### src/rtl/life_array_engine.sv
// 4-row Game of Life (B3/S23) engine driven by write_array/write_mem/run strobes.
// Define LIFE_TORUS_EN for toroidal wrap; otherwise out-of-grid neighbours are dead.
module life_array_engine #(
    parameter int unsigned WIDTH = 8,
    parameter int unsigned GEN_W = 16
) (
    input  logic             clk,
    input  logic             reset,
    input  logic             write_array,
    input  logic             run,
    input  logic [1:0]       pos,
    input  logic             write_mem,
    input  logic [WIDTH-1:0] row_in,
    output logic [WIDTH-1:0] row_out,
    output logic             row_valid,
    output logic             busy,
    output logic             done,
    output logic [GEN_W-1:0] generation
);

    typedef enum logic [2:0] {
        StIdle, StSnap, StCalc0, StCalc1, StCalc2, StCalc3, StFin
    } state_e;

    state_e           state_q, state_d;
    logic [WIDTH-1:0] grid   [4];
    logic [WIDTH-1:0] shadow [4];
    logic [1:0]       calc_row, row_above, row_below;
    logic [WIDTH-1:0] row_up, row_mid, row_dn, row_next;

    function automatic logic [WIDTH-1:0] life_row(input logic [WIDTH-1:0] up,
                                                  input logic [WIDTH-1:0] mid,
                                                  input logic [WIDTH-1:0] dn);
        logic [WIDTH+1:0] eu, em, ed;
        logic [3:0]       n;
        life_row = '0;
        // Bit j of the extended rows holds column j-1.
`ifdef LIFE_TORUS_EN
        eu = {up[0], up, up[WIDTH-1]};
        em = {mid[0], mid, mid[WIDTH-1]};
        ed = {dn[0], dn, dn[WIDTH-1]};
`else
        eu = {1'b0, up, 1'b0};
        em = {1'b0, mid, 1'b0};
        ed = {1'b0, dn, 1'b0};
`endif
        for (int i = 0; i < int'(WIDTH); i++) begin
            n = 4'(eu[i]) + 4'(eu[i+1]) + 4'(eu[i+2]) + 4'(em[i]) + 4'(em[i+2])
              + 4'(ed[i]) + 4'(ed[i+1]) + 4'(ed[i+2]);
            life_row[i] = (n == 4'd3) || (mid[i] && (n == 4'd2));
        end
    endfunction

    always_comb begin
        calc_row = 2'd0;
        case (state_q)
            StCalc1: calc_row = 2'd1;
            StCalc2: calc_row = 2'd2;
            StCalc3: calc_row = 2'd3;
            default: calc_row = 2'd0;
        endcase
        row_above = calc_row - 2'd1;
        row_below = calc_row + 2'd1;
        row_mid   = shadow[calc_row];
`ifdef LIFE_TORUS_EN
        row_up    = shadow[row_above];
        row_dn    = shadow[row_below];
`else
        row_up    = (calc_row == 2'd0) ? '0 : shadow[row_above];
        row_dn    = (calc_row == 2'd3) ? '0 : shadow[row_below];
`endif
        row_next  = life_row(row_up, row_mid, row_dn);
    end

    always_comb begin
        state_d = state_q;
        busy    = 1'b0;
        done    = 1'b0;
        case (state_q)
            StIdle:  if (run && !write_array && !write_mem) state_d = StSnap;
            StSnap:  begin busy = 1'b1; state_d = StCalc0; end
            StCalc0: begin busy = 1'b1; state_d = StCalc1; end
            StCalc1: begin busy = 1'b1; state_d = StCalc2; end
            StCalc2: begin busy = 1'b1; state_d = StCalc3; end
            StCalc3: begin busy = 1'b1; state_d = StFin;   end
            StFin:   begin done = 1'b1; state_d = StIdle;  end
            default: state_d = StIdle;
        endcase
    end

    always_ff @(posedge clk) begin
        if (reset) begin
            state_q <= StIdle;
            for (int r = 0; r < 4; r++) begin
                grid[r]   <= '0;
                shadow[r] <= '0;
            end
            row_out    <= '0;
            row_valid  <= 1'b0;
            generation <= '0;
        end else begin
            state_q   <= state_d;
            row_valid <= 1'b0;
            case (state_q)
                StIdle: begin
                    if (write_array) begin
                        grid[pos] <= row_in;
                    end else if (write_mem) begin
                        row_out   <= grid[pos];
                        row_valid <= 1'b1;
                    end
                end
                StSnap: begin
                    for (int r = 0; r < 4; r++) shadow[r] <= grid[r];
                end
                StCalc0, StCalc1, StCalc2, StCalc3: grid[calc_row] <= row_next;
                StFin:   generation <= generation + 1'b1;
                default: ;
            endcase
        end
    end

endmodule

### config.mk
export PLATFORM = sky130hd
export DESIGN_NAME = life_array_engine
export DESIGN_NICKNAME = d
export VERILOG_FILES = /design/src/rtl/life_array_engine.sv
export SDC_FILE = /design/constraint.sdc
export NUM_CORES = 1
export LEC_CHECK = 0
export CAP_MARGIN = 10
export CORE_MARGIN = 1.5
export CORE_UTILIZATION = 50
export CTS_CLUSTER_DIAMETER = 120
export DETAILED_ROUTE_END_ITERATION = 7
export PLACE_DENSITY = 0.82
export SLEW_MARGIN = 0
export SYNTH_ARGS = -nofsm -noshare
export SYNTH_HDL_FRONTEND = slang
export SYNTH_SLANG_ARGS = --single-unit
export TNS_END_PERCENT = 5
### constraint.sdc
create_clock -name clk -period 5.6 [get_ports clk]
set_input_delay 0.56 -clock clk [delete_from_list [all_inputs] [get_ports clk]]
set_output_delay 0.56 -clock clk [all_outputs]
set_load 0.01 [all_outputs]
== After elaboration in Yosys (flattened, before gate mapping) ==
Memories as Yosys holds them, arrays and structs flattened. A register that Yosys moved wholly into a read port is not among the register bits.
Index checks and enable logic that the tools add are counted.
Storage, ports and cells
  bits in registers: 20
  memories kept: 2
  input port bits: 15
  memory bits (writable): 64
  word-level logic and storage cells: 145
Cells by class
  bitwise gates (word level): 6
  $add $sub $neg: 52
  mux-type cells: 30
  reductions and logical operators: 28
  eq/ne operators: 24
Memories
  grid: depth 4, bits a word 8, rd ports 5, clocked after memory_dff 1, wr ports 4, line 26  | logic [WIDTH-1:0] grid [4];
  shadow: depth 4, bits a word 8, rd ports 3, clocked after memory_dff 0, wr ports 4, line 27  | logic [WIDTH-1:0] shadow [4];
Operators by type and width (count)
  $add 4x1->4: 28
  $eq 4x2->1 const B: 16
  $mux 8: 8
  $add 3x1->4: 7
  $add 2x1->3: 7
  $pmux 3 s6: 1
  $mux 1: 17
  $add 16x1->16 const B: 1
  $reduce_or 8->1: 2
  $add 1x1->2: 7
  $logic_and 1x1->1: 10
  $eq 3x3->1 const B: 3
  $logic_or 1x1->1: 8
  $eq 3x2->1 const B: 2
  $pmux 2 s3: 1
  $reduce_or 5->1: 1
  $mux 2: 2
  $or 1x1->1: 4
  $reduce_or 4->1: 1
  $eq 3x1->1 const B: 1
  $logic_not 3->1: 1
  $mux 3: 1
  $reduce_and 3->1: 1
  $reduce_or 3->1: 1
  other kinds (7): 9

== Depth between registers and ports, before layout ==
An unclocked memory read counts as a cell.
  word-level depth: 16
  mapped depth: 23

== Least setup slack after synthesis ==
No wires, ideal clock.
  path kind: register -> register
  start: register state_q[1]
  end: memory grid[1][3], data pin
  path buffers: 5
  cell stages (with the launch flop): 24
  required time: 5.441 ns
  arrival: 5.834 ns
  path slack: -0.393 ns
  setup time: 0.159 ns
  path through: dfxtp_1 -> buf_2 -> inv_1 -> ha_1 -> and4b_1 -> buf_2 -> nor2_8 -> buf_4 -> ha_1 -> buf_2 -> buf_1 -> mux4_2 -> nor2b_1 -> fa_1 -> inv_1 -> fa_1 -> inv_1 -> fa_1 -> ha_1 -> fa_1 -> or2_2 -> o21ai_0 -> a31oi_1 -> nor3_1
RTL lines
  from (decl): line 25  | state_e state_q, state_d;
  from (signal assigned): line 93  | state_q <= StIdle;
  from (signal assigned): line 102  | state_q <= state_d;
  to (decl): line 26

==> PnR_summary.wiki <==
{| class="wikitable"
! Metric !! Value
|-
| Slew at the pin with the worst max-slew slack || 1150 ps
|-
| Fraction of final layout cells sized beyond drive strength 1 || 0.161
|-
| Worst path required time || 5780 ps
|-
| Total Nets Final || 658
|-
| Critical Path Fanout Max || 11
|-
| Share of flip-flops with an asynchronous set or reset || 0
|-
| Peak supply drop || 0.000174 V
|-
| Post-synthesis instance total || 548
|-
| Multi-input gate area || approximately 3400 um2
|-
| Cell Area, Synth || between 6000 and 7000 um2
|-
| R2R setup slack || between 200 and 300 ps
|-
| Total power divided by cell area || 235 nW/um2
|-
| Setup TNS || 0 ps
|-
| Hold buffer count at cts || 0
|-
| Maximum root-to-sink buffer count || 2
|-
| Kind of critical path || reg2reg
|-
| Register area share after synthesis || 0.410
|-
| Post-synthesis area per instance || 11.0 um2
|-
| Count of cell types in the netlist || approximately 60
|-
| Die Ht || 113 um
|-
| Clock root cell || sky130_fd_sc_hd__clkbuf_16
|-
| Later-pin clock latency in the skew report || 350 ps
|-
| Remaining max-slew budget at the tightest pin || 0.222
|-
| Setup violators final || 0
|-
| First-pass detailed-route iteration total || 5
|-
| Path class of the lowest-slack min-delay path || reg2reg
|-
| Remaining antenna violation count || 0
|-
| Data arrival, critical path || 5520 ps
|-
| Total die area || ~13000 um2
|-
| Critical register-to-register path endpoint || grid[1][2]$_SDFFCE_PN0P_
|-
| Library cell with the highest instance count after synthesis || sky130_fd_sc_hd__edfxtp_1
|-
| Tcrit/Tclk final || 0.953
|-
| Leakage power summed over all cells || 0.00271 uW
|-
| Worst Reg2Reg Path Length in Cells || 19
|-
| Top cells by instance count after synthesis || sky130_fd_sc_hd__edfxtp_1, sky130_fd_sc_hd__nand2_1, sky130_fd_sc_hd__and2_1, sky130_fd_sc_hd__inv_1
|-
| Hold Fails Final Rpt || 0
|-
| Total grt overflow || 0
|-
| Final min period || about 5300 ps
|-
| Via count of the first global-routing pass || 4521
|-
| Via density per instance || a little under 6
|-
| Site Rows || 40
|-
| Critical R2R Launch || state_q[1]$_SDFFE_PP0P_
|-
| Count of synthesis-stage warnings from yosys || 0
|-
| Pin count of the biggest net entering global routing || 39
|-
| Vias post-DR || approximately 4400
|-
| Max-capacitance violation count || 0
|-
| Global-route wire length before repair || 22.7 mm
|-
| Starting density of the core || 0.508
|-
| Total clock buffers created by CTS || 9
|-
| Number of input and output port buffers inserted || 41
|-
| Most area-consuming cells after synthesis || sky130_fd_sc_hd__edfxtp_1, sky130_fd_sc_hd__dfxtp_1, sky130_fd_sc_hd__fa_1
|-
| Combined flip-flop and latch cell area || 2480 um2
|-
| Clock skew || between 15 and 20 ps
|-
| Core ar. || 11900 um2
|-
| Number of slew-limit violations in the final report || 0
|-
| GR Util All Layers || 0.227
|-
| Die Wd || 113 um
|-
| Startpoint type of the worst setup path || flip-flop
|-
| Launch instance of the worst min-delay path || row_out[3]$_SDFFE_PP0P_
|-
| Average wire length per cell after detail routing || ~19 um
|-
| Gpl congestion || around 0.88
|-
| DR iter-0 viols || 426
|-
| RSZ-0062 raised after global routing || no
|-
| Total design power || 1650 uW
|-
| Number of fillers in the final layout || 916
|-
| Syn Nets || 616
|-
| Initial antenna violation count || 0
|-
| Clock slew seen by the registers of the worst setup and hold paths || 70 ps
|-
| Most used flip-flop cell after synthesis || sky130_fd_sc_hd__edfxtp_1
|-
| Clock sink total || 92
|-
| Number of flops mapped to enable cells by yosys || 64
|-
| Hold Slack || 460 ps
|-
| Antenna fix cells || 0
|-
| Status || complete, no violations
|-
| Yosys reg bits || 92
|-
| Area Overhead vs Synth || 16.1%
|-
| Nature of the critical path endpoint || flip-flop
|-
| DR DRC count || 0
|-
| Drt total wl || 14.0 mm
|-
| GR peak layer || met2
|-
| DP Wirelength || 10.8 mm
|-
| Dominant cell type by area after synthesis || sky130_fd_sc_hd__edfxtp_1
|-
| Count of pins on the block boundary || 42
|-
| Number of H-tree branching levels || 3
|-
| CTS tree || yes
|-
| Util after Layout || 0.590
|-
| Routing usage on met1 || 0.283
|-
| Worst Hold Path EP || row_out[3]$_SDFFE_PP0P_
|-
| Global routing met2 resource utilization || 0.394
|-
| Worst hold stages || 2
|-
| Highest clock frequency the design can meet || 187 MHz
|-
| M3 GR Usage || 0.0418
|-
| Top-area cell type share of the netlist area || 0.317
|}
[repair_timing]
| action | CTS | global route |
|---|---|---|
| pin swaps | 0 | 7 |
| setup endpoints to repair | 2 | 20 |
| setup buffers | 0 | 2 |
| resized for setup | 5 | 13 |
| gates cloned | 0 | 0 |
[state kept, by name, summed over array words and instances (netlist names)]
register,cells
grid,32
row_valid,1
row_out,8
shadow,32
generation,16
state_q,3
[critical path: stages (launching register included)]
cell                      delay (ps)
sky130_fd_sc_hd__dfxtp_1         320
sky130_fd_sc_hd__inv_2            90
sky130_fd_sc_hd__ha_2            200
sky130_fd_sc_hd__and4b_2         300
sky130_fd_sc_hd__nor2_8           50
sky130_fd_sc_hd__ha_4            270
sky130_fd_sc_hd__buf_12          130
sky130_fd_sc_hd__mux4_2          510
sky130_fd_sc_hd__nor2b_2         200
sky130_fd_sc_hd__fa_1            540
sky130_fd_sc_hd__inv_1            50
sky130_fd_sc_hd__fa_1            500
sky130_fd_sc_hd__inv_1            60
sky130_fd_sc_hd__fa_1            480
sky130_fd_sc_hd__ha_1            240
sky130_fd_sc_hd__fa_1            380
sky130_fd_sc_hd__or2_2           290
sky130_fd_sc_hd__o21ai_0         100
sky130_fd_sc_hd__a32oi_2         230
sky130_fd_sc_hd__nor3_2          210
[cell families after synthesis]
family / after synthesis / synth area share
simple gates: 234 / 0.215
xor+xnor: 8 / 0.0116
buf+inv: 65 / 0.0448
compound gates: 71 / 0.0835
fa+ha+maj: 53 / 0.144
mux: 25 / 0.0909
flops: 92 / 0.410
[worst max-delay path by stage]
| stage | from | end | slack (ps) |
|---|---|---|---|
| CTS | state_q[1]$_SDFFE_PP0P_ | grid[1][2]$_SDFFCE_PN0P_ | 40 |
| global placement | state_q[1]$_SDFFE_PP0P_ | grid[0][2]$_SDFFCE_PN0P_ | 230 |
| finish | state_q[1]$_SDFFE_PP0P_ | grid[1][2]$_SDFFCE_PN0P_ | 260 |
| floorplan | state_q[1]$_SDFFE_PP0P_ | grid[1][3]$_SDFFCE_PN0P_ | 0.5 |
| global route | state_q[1]$_SDFFE_PP0P_ | grid[1][2]$_SDFFCE_PN0P_ | 60 |
| detailed placement | state_q[2]$_SDFFE_PP0P_ | grid[2][6]$_SDFFCE_PN0P_ | 10 |
[metrics by stage]
| step | cells | worst slack [ps] | cell area (um2) |
|---|---|---|---|
| floorplan | 548 | 0.531 | 6070 |
| global placement | 724 | 232 | 6640 |
| detailed placement | 724 | 15.0 | 6640 |
| CTS | 740 | 36.7 | 6950 |
| global route | 742 | 61.4 | 7030 |
| finish | 742 | 264 | 7030 |
[area by class of cell]
cell class	instances	share of cell area
multi-input cells	391	0.480
repair buffers	57	0.0772
flip-flops and latches	92	0.353
clock buffers	12	0.0381
inverters	39	0.0208
clock inverters	4	0.00409
well taps	147	0.0262
[where the power goes]
group | internal (uW) | leakage, uW | switching (uW) | total (uW)
logic | 114 | 0.00166 | 156 | 270
clock network | 342 | 0.000149 | 248 | 590
registers | 767 | 0.000897 | 22.0 | 789
[cell usage in the layout, fill, tap and decap left out, types with 9 or more instances in the layout]
cell / netlist / layout
sky130_fd_sc_hd__fa_1: 28 / 28
sky130_fd_sc_hd__or2_2: 9 / 9
sky130_fd_sc_hd__edfxtp_1: 64 / 64
sky130_fd_sc_hd__nor3_1: 27 / 21
sky130_fd_sc_hd__buf_4: 1 / 15
sky130_fd_sc_hd__a21oi_1: 18 / 18
sky130_fd_sc_hd__nand2b_1: 21 / 21
sky130_fd_sc_hd__clkbuf_16: 0 / 10
sky130_fd_sc_hd__nor2_1: 28 / 28
sky130_fd_sc_hd__nand2_1: 51 / 51
sky130_fd_sc_hd__inv_1: 39 / 38
sky130_fd_sc_hd__clkdlybuf4s50_1: 0 / 41
sky130_fd_sc_hd__a22oi_1: 9 / 9
sky130_fd_sc_hd__ha_1: 25 / 23
sky130_fd_sc_hd__a211oi_1: 9 / 9
sky130_fd_sc_hd__mux4_2: 24 / 24
sky130_fd_sc_hd__o21ai_0: 9 / 9
sky130_fd_sc_hd__dfxtp_1: 28 / 27
sky130_fd_sc_hd__and2_1: 40 / 40
[routing by layer]
| layer | wire [um] | vias to the layer above | part of all wire |
|---|---|---|---|
| li1 | - | 2052 | - |
| met1 | 5620 | 2206 | 0.40 |
| met2 | 7220 | 145 | 0.52 |
| met3 | 854 | 23 | 0.061 |
| met4 | 302 | 0 | 0.022 |
| met5 | 0 | - | 0 |
(Power assumes the default switching activity.)
